--- config.mk ---
export PLATFORM = sky130hd
export DESIGN_NAME = instr_encoder
export DESIGN_NICKNAME = d
export VERILOG_FILES = /design/src/rtl/instr_encoder.sv
export SDC_FILE = /design/constraint.sdc
export NUM_CORES = 1
export LEC_CHECK = 0
export ABC_CLOCK_PERIOD_IN_PS = 1900
export BUFFER_PORTS_ARGS = -buffer_cell sky130_fd_sc_hd__buf_2
export CAP_MARGIN = 15
export CORE_ASPECT_RATIO = 0.5
export CORE_UTILIZATION = 48
export DETAILED_ROUTE_END_ITERATION = 10
export PLACE_DENSITY_LB_ADDON = 0.12
export SLEW_MARGIN = 40
export SYNTH_ARGS = -nofsm -noshare
export SYNTH_HDL_FRONTEND = slang
export SYNTH_SLANG_ARGS = --single-unit
--- constraint.sdc ---
create_clock -name clk -period 1.9 [get_ports clk]
set_clock_uncertainty 0.15 [all_clocks]
set_input_delay 0.19 -clock clk [delete_from_list [all_inputs] [get_ports clk]]
set_output_delay 0.19 -clock clk [all_outputs]
set_load 0.02 [all_outputs]
--- src/rtl/instr_encoder.sv ---
// Instruction encoder: packs decoded fields back into 32-bit instructions and
// expands the LI pseudo-op into ADDI, LUI or a LUI+ADDI pair.
`timescale 1ns/1ps

module instr_encoder (
    input  logic        clk,
    input  logic        reset,
    input  logic        in_valid,
    output logic        in_ready,
    input  logic [2:0]  in_fmt,
    input  logic [6:0]  in_opcode,
    input  logic [2:0]  in_funct3,
    input  logic [6:0]  in_funct7,
    input  logic [4:0]  in_rd,
    input  logic [4:0]  in_rs1,
    input  logic [4:0]  in_rs2,
    input  logic [31:0] in_imm,
    output logic        out_valid,
    input  logic        out_ready,
    output logic [31:0] out_instr,
    output logic        out_err,
    output logic [7:0]  err_count
);

    localparam logic [2:0] FMT_R  = 3'd0;
    localparam logic [2:0] FMT_I  = 3'd1;
    localparam logic [2:0] FMT_S  = 3'd2;
    localparam logic [2:0] FMT_SB = 3'd3;
    localparam logic [2:0] FMT_U  = 3'd4;
    localparam logic [2:0] FMT_LI = 3'd5;

    localparam logic [6:0]  OP_OPIMM = 7'b0010011;
    localparam logic [6:0]  OP_LUI   = 7'b0110111;
    localparam logic [31:0] NOP      = 32'h0000_0013;

    typedef enum logic [1:0] {IDLE, HOLD, LI2} state_t;

    state_t      r_state;
    state_t      w_nextState;
    logic [31:0] r_outInstr;
    logic        r_outErr;
    logic [31:0] r_pendAddi;
    logic [7:0]  r_errCount;

    logic        w_accept;
    logic        w_immFits;
    logic [11:0] w_lo;
    logic [19:0] w_hi;
    logic [31:0] w_word0;
    logic [31:0] w_word1;
    logic        w_twoWord;
    logic        w_err;

    assign out_valid = (r_state != IDLE);
    assign in_ready  = !reset && (r_state != LI2) && (!out_valid || out_ready);
    assign w_accept  = in_valid && in_ready;

    // A value fits a signed 12-bit field when bits 31..11 are all copies of the sign.
    assign w_immFits = (in_imm[31:11] == '0) || (in_imm[31:11] == '1);
    assign w_lo      = in_imm[11:0];
    // ADDI sign-extends lo, so the upper part must absorb the borrow when lo is negative.
    assign w_hi      = in_imm[31:12] + {19'b0, in_imm[11]};

    always_comb begin
        w_word0   = NOP;
        w_word1   = '0;
        w_twoWord = 1'b0;
        w_err     = 1'b0;
        case (in_fmt)
            FMT_R:  w_word0 = {in_funct7, in_rs2, in_rs1, in_funct3, in_rd, in_opcode};
            FMT_I: begin
                w_word0 = {w_lo, in_rs1, in_funct3, in_rd, in_opcode};
                w_err   = !w_immFits;
            end
            FMT_S: begin
                w_word0 = {w_lo[11:5], in_rs2, in_rs1, in_funct3, w_lo[4:0], in_opcode};
                w_err   = !w_immFits;
            end
            FMT_SB: begin
                w_word0 = {w_lo[11], w_lo[9:4], in_rs2, in_rs1, in_funct3,
                           w_lo[3:0], w_lo[10], in_opcode};
                w_err   = !w_immFits;
            end
            FMT_U: begin
                w_word0 = {in_imm[31:12], in_rd, in_opcode};
                w_err   = (in_imm[11:0] != 12'd0);
            end
            FMT_LI: begin
                if (w_immFits) begin
                    w_word0 = {w_lo, 5'd0, 3'b000, in_rd, OP_OPIMM};
                end else if (w_lo == 12'd0) begin
                    w_word0 = {w_hi, in_rd, OP_LUI};
                end else begin
                    w_word0   = {w_hi, in_rd, OP_LUI};
                    w_word1   = {w_lo, in_rd, 3'b000, in_rd, OP_OPIMM};
                    w_twoWord = 1'b1;
                end
            end
            default: begin
                w_word0 = NOP;
                w_err   = 1'b1;
            end
        endcase
    end

    always_ff @(posedge clk) begin
        if (reset) begin
            r_state <= IDLE;
        end else begin
            r_state <= w_nextState;
        end
    end

    always_comb begin
        w_nextState = r_state;
        case (r_state)
            IDLE: begin
                if (w_accept) w_nextState = w_twoWord ? LI2 : HOLD;
            end
            HOLD: begin
                if (w_accept)       w_nextState = w_twoWord ? LI2 : HOLD;
                else if (out_ready) w_nextState = IDLE;
            end
            LI2: begin
                if (out_ready) w_nextState = HOLD;
            end
            default: w_nextState = IDLE;
        endcase
    end

    // Output word only changes on an accept or when the held LUI drains into its ADDI.
    always_ff @(posedge clk) begin
        if (reset) begin
            r_outInstr <= '0;
            r_outErr   <= 1'b0;
            r_pendAddi <= '0;
            r_errCount <= '0;
        end else if (w_accept) begin
            r_outInstr <= w_word0;
            r_outErr   <= w_err;
            r_pendAddi <= w_word1;
            if (w_err && (r_errCount != 8'hFF)) begin
                r_errCount <= r_errCount + 8'd1;
            end
        end else if ((r_state == LI2) && out_ready) begin
            r_outInstr <= r_pendAddi;
            r_outErr   <= 1'b0;
        end
    end

    assign out_instr = r_outInstr;
    assign out_err   = r_outErr;
    assign err_count = r_errCount;

endmodule
==> impl_metrics.ini, run 1 <==
[clocking]
h-tree-depth = 3
clk_pin_slew_worst_paths_ns = 0.05
cts_tree = built
cts_root_buf = clkbuf_16
cts_buffers = 9
insertion_delay_ns = 0.33
clk_path_buf_depth = 2
clock_sinks = 61

[sta]
grt_setup_unrepaired = true
finalCritPeriodShare_pct = 107
fmax_ghz = 0.493
period_minus_slack_ns = 2.03
tns_ns = -0.921
slew_violations = 0
setup_violations = 19
slew_headroom_pct = 66.5
tightest_slew_ns = 0.501
finalHoldViolations = 0
fin_ws_ns = -0.130

[finish]
final_core_util_pct = 79.5
diodes = 0
synthToLayoutAreaGrowth_pct = 59.8
final_nets = 803
drive_above_1_share_pct = 45.4
layout.cells.non_filler = 844

[global_route]
busiest_layer = met2
grt_max_degree = 28
grt_use_met2_pct = 56.8
met3_usage_pct = 12.6
grt_pass1_vias = 4657
grt_overflow = 0
grt_pass1_wl_um = 24800
track_usage_pct = 37.5
antenna_found_initial = 0
met1_usage_pct = 49.4

[logic_synthesis]
synthFlopType = dfxtp_1
ys_seq_area_share_pct = 30.5
synth_edf_count = 0
syn_inst = 491
yosys_warnings = 0
yosysTopAreaCell = dfxtp_1
synth.most_common_cell = dfxtp_1
syn_nets = 566
ys_async_sr_fraction_pct = 0
yosys-top-cells-area = dfxtp_1 (30%), nand2_1 (4.3%), nor2_1 (3.9%)
mappedNetlistArea_mm2 = 0.00401
ys_ff_latch = 61
synth_top_area_share_pct = 30.5
ys_types = 76
synthTopCellsByCount = dfxtp_1 (61), nand2_1 (46), nor2_1 (42)
syn_area_per_cell_um2 = 8.16

[power_and_ir_drop]
combPwrFrac_pct = 26.0
swShare_pct = 28.9
clkPwrFrac_pct = 41.2
power.density_mw_per_mm2 = 662
intPower_mw = 3.01
p_leak_nw = 2.79
p_seq_share_pct = 32.8
power_mw = 4.24
power_switching_mw = 1.22
ir_drop_v = 0.000544

[routing]
firstDrtPassIters = 6
vias = 5323
post_drt_wl_per_cell_um = 20.1
post_drt_via_cell_ratio = 6.31
drc = 0
ant_nets = 0
drtIter0Drc = 592
postRouteWirelength_um = 17000

[critical_path]
rr_endpoint = out_instr[22]$_SDFFE_PP0P_
critPathKind = flop to flop
crit_start = r_state[1]$_SDFFE_PP0P_
path_cells = buf_6, or3b_4, a21o_4, and2_4, buf_4, a221oi_2, o22ai_1
cpMaxStageDelayCell = or3b_4
startpoint_type = flop
cp.arrival_ns = 2.08
critPathMaxStageDelay_ns = 0.36
worstSetupEndpointType = flop
reg2regPathDepth = 7
rrSetupSlack_ns = -0.13
r2r-start = r_state[1]$_SDFFE_PP0P_
cp_max_fo = 6
crit_required_ns = 1.95

[status]
outcome = finished with violations
violations = setup timing

[floorplan]
core-area_mm2 = 0.00806
dieWidth_um = 131
dieArea_mm2 = 0.00874
die_h_um = 66.6
io_pins = 114
rows = 23
initial_core_util_pct = 49.7

[place]
io_buffer_count = 113
dp.final_hpwl_um = 12100
gp_congestion = 0.937
post-place-ws_ns = -0.264
placedCellCount = 802

[job]
drv_cap = 0

[hold_path]
min_from = in_opcode[5]
whs_endpoint = out_instr[5]$_SDFFE_PP0P_
min_path_cells = 3
hold_class = input pin to flop
state kept, by name, summed over array words and instances, names as in the netlist:
signal / flops
out_err: 1
out_instr: 32
r_pendAddi: 18
err_count: 8
r_state: 2
worst max path at each step:
stage / to / slack [ns] / depth (start not counted)
2_1_floorplan: err_count[7]$_SDFFE_PP0P_ / -0.02 / 7
3_3_place_gp: err_count[6]$_SDFFE_PP0P_ / -0.21 / 8
3_5_place_dp: err_count[1]$_SDFFE_PP0P_ / -0.26 / 8
4_1_cts: out_instr[19]$_SDFFE_PP0P_ / -0.05 / 6
5_1_grt: out_instr[19]$_SDFFE_PP0P_ / -0.21 / 6
6_report: out_instr[22]$_SDFFE_PP0P_ / -0.13 / 7
layout make-up:
class	count	area (um^2)
clock buffer	11	243
timing repair buffer	258	1810
tap	112	140
clock inverter	4	72.6
sequential	61	1230
inverter	11	43.8
fill	560	1650
multi-input combinational	387	2870
layer usage:
layer  vias to the layer above  share of wire (%)
li1                       2384                  -
met1                      2526                 43
met2                       354                 43
met3                        59                 12
met4                         0                2.5
met5                         -                  0
kinds of logic after synthesis:
kind of cell / count (synthesis) / synth area share [%]
xor gates and xnor gates: 16 / 3.50
and+or+nand+nor: 188 / 24.2
adders and majority gates: 4 / 1.25
AOI/OAI and AO/OA: 163 / 31.5
muxes: 15 / 3.87
DFF: 61 / 30.5
buffers and inverters: 44 / 5.21
placed cells by master, fill, tap and decap left out, types with 8 or more instances in the layout:
cell	n
clkbuf_16	9
buf_12	8
nor3_1	16
a22oi_1	12
buf_4	121
mux2i_1	11
nor4_1	8
inv_1	9
nand2_1	42
buf_2	112
nor2_1	39
xor2_1	10
a22o_1	10
a21oi_1	23
buf_6	8
o21ai_0	12
dfxtp_1	57
nand3_1	21
repair_timing:
item / CTS / global route
endpoints found under the hold margin: 7 / 0
resized for setup: 17 / 43
buffers inserted: 9 / 10
hold buffers: 7 / 0
pin swaps: 8 / 25
cloned: 1 / 0
endpoints found under the setup margin: 42 / 50
power by group through the flow:
stage	sequential [mW]	combinational (mW)	clock, mW
3_5_place_dp	1.41	0.926	0
6_report	1.39	1.10	1.75
5_1_grt	1.40	1.16	1.82
2_1_floorplan	1.47	0.391	0
4_1_cts	1.39	0.984	1.76
3_3_place_gp	1.41	0.916	0
metrics by stage:
step | hold slack [ns] | instance area (um^2)
2_1_floorplan | 0.173 | 4070
3_3_place_gp | 0.288 | 5590
3_5_place_dp | 0.288 | 5590
4_1_cts | 0.0100 | 6110
5_1_grt | 0.00979 | 6400
6_report | 0.0125 | 6400
critical path, delay by kind of cell (launching register included):
family / cells / cell delay, ns
simple gates: 2 / 0.57
compound gates: 3 / 0.56
flops: 1 / 0.35
buf+inv: 2 / 0.27
(Power assumes the default switching activity.)
==> run 2, diff against run 1 <==
- SKIP_CTS_REPAIR_TIMING: not set -> 1
==> run 2 against run 1 <==
Sequential power barely moved. The run still ends with setup timing left. Core utilization rose by 1.0 points. Largest power group unchanged. Clock-buffer cell count did not move. Register-to-register slack barely moved.
==> impl_metrics.ini, run 2 (synthesized netlist as in run 1, its figures left out) <==
[place]
io_buffer_count = 113
dpl-instance-area_mm2 = 0.00559
gp_congestion = 0.937
post-place-ws_ns = -0.264
dp.final_hpwl_um = 12100

[power_and_ir_drop]
swShare_pct = 29.6
power_mw = 4.31
power_switching_mw = 1.27
power.density_mw_per_mm2 = 665
p_seq_share_pct = 32.3
ir_drop_v = 0.000551
intPower_mw = 3.04
clkPwrFrac_pct = 40.9
combPwrFrac_pct = 26.8
p_leak_nw = 2.82

[routing]
ant_nets = 0
postRouteWirelength_um = 17600
firstDrtPassIters = 7
post_drt_wl_per_cell_um = 21.0
vias = 5420
drc = 0
drtIter0Drc = 751
post_drt_via_cell_ratio = 6.44

[floorplan]
io_pins = 114
dieArea_mm2 = 0.00874
dieWidth_um = 131
core-area_mm2 = 0.00806
rows = 23
die_h_um = 66.6
initial_core_util_pct = 49.7

[sta]
grt_setup_unrepaired = true
slew_headroom_pct = 61.2
fin_ws_ns = -0.128
tns_ns = -1.23
finalCritPeriodShare_pct = 107
period_minus_slack_ns = 2.03
setup_violations = 24
hold_ws_ns = 0.00512
tightest_slew_ns = 0.581
finalHoldViolations = 0
slew_violations = 0
fmax_ghz = 0.493

[clocking]
clk_path_buf_depth = 2
clk_pin_slew_worst_paths_ns = 0.05
h-tree-depth = 3
cts_buffers = 9
clock_sinks = 61
insertion_delay_ns = 0.34
cts_tree = built
cts_root_buf = clkbuf_16

[critical_path]
startpoint_type = flop
cpMaxStageDelayCell = dfxtp_4
cp.depth = 6
worstSetupEndpointType = flop
critical_path_buf_inv_count = 1
crit_required_ns = 1.96
path_cells = buf_6, or3b_4, a21o_4, and2_2, a222oi_1, a211oi_1
path_delay_family = simple AND/OR/NAND/NOR gates
reg2regPathDepth = 6
critPathKind = flop to flop
cp_max_fo = 7
cp.arrival_ns = 2.09
critPathMaxStageDelay_ns = 0.36

[global_route]
grt_pass1_vias = 4528
antenna_found_initial = 0
grt_pass1_wl_um = 24100
grt_overflow = 0
track_usage_pct = 36.5
grt_max_degree = 28

[status]
outcome = finished with violations
violations = setup timing

[finish]
diodes = 0
largest_reg_flops = 32
drive_above_1_share_pct = 45.9
final_cell_area_mm2 = 0.00649
synthToLayoutAreaGrowth_pct = 61.9
layout_common_cells = buf_4 (117), buf_2 (112), dfxtp_1 (57), nand2_1 (42), nor2_1 (36)
final_common_cell = buf_4
final_nets = 801

[hold_path]
min_path_cells = 3
hold_class = input pin to flop

[job]
drv_cap = 0
run 2: metrics by stage:
step	std cells	utilization (%)
finish	842	80.5
global route	842	80.5
CTS	817	73.2
detailed placement	802	69.3
global placement	802	69.3
floorplan	491	-
run 2: layout make-up:
type,count,area [um^2]
Timing Repair Buffer,256,1840
Inverter,11,43.8
Multi-Input combinational cell,387,2910
Sequential cell,61,1230
Tap cell,112,140
Fill cell,534,1570
Clock buffer,11,243
Clock inverter,4,72.6
run 2: tightest hold or removal path, stage by stage:
cell and delay, ns:
buf_2 0.08, a22oi_1 0.06, o2bb2ai_1 0.13
run 2: per-layer routing:
metal | vias to the layer above | GRT usage, % | part of all wire [%]
li1 | 2382 | - | -
met1 | 2507 | 48.7 | 41
met2 | 441 | 54.5 | 42
met3 | 90 | 12.1 | 14
met4 | 0 | 13.2 | 3.5
met5 | - | 0 | 0
run 2: worst paths after layout:
check,from,end,slack [ns]
worst min-delay path,in_opcode[5],out_instr[5]$_SDFFE_PP0P_,0.005
worst max register to register,r_state[1]$_SDFFE_PP0P_,out_instr[14]$_SDFFE_PP0P_,-0.13
worst max-delay path,r_state[1]$_SDFFE_PP0P_,out_instr[14]$_SDFFE_PP0P_,-0.13
worst min register to register,out_instr[8]$_SDFFE_PP0P_,out_instr[8]$_SDFFE_PP0P_,0.30
run 2: power groups by stage:
stage	sequential (mW)	combinational (mW)	clock, mW
after detailed placement	1.41	0.926	0
final	1.39	1.15	1.76
after global placement	1.41	0.916	0
after global routing	1.40	1.20	1.82
after CTS	1.39	0.936	1.76
after floorplan	1.47	0.391	0
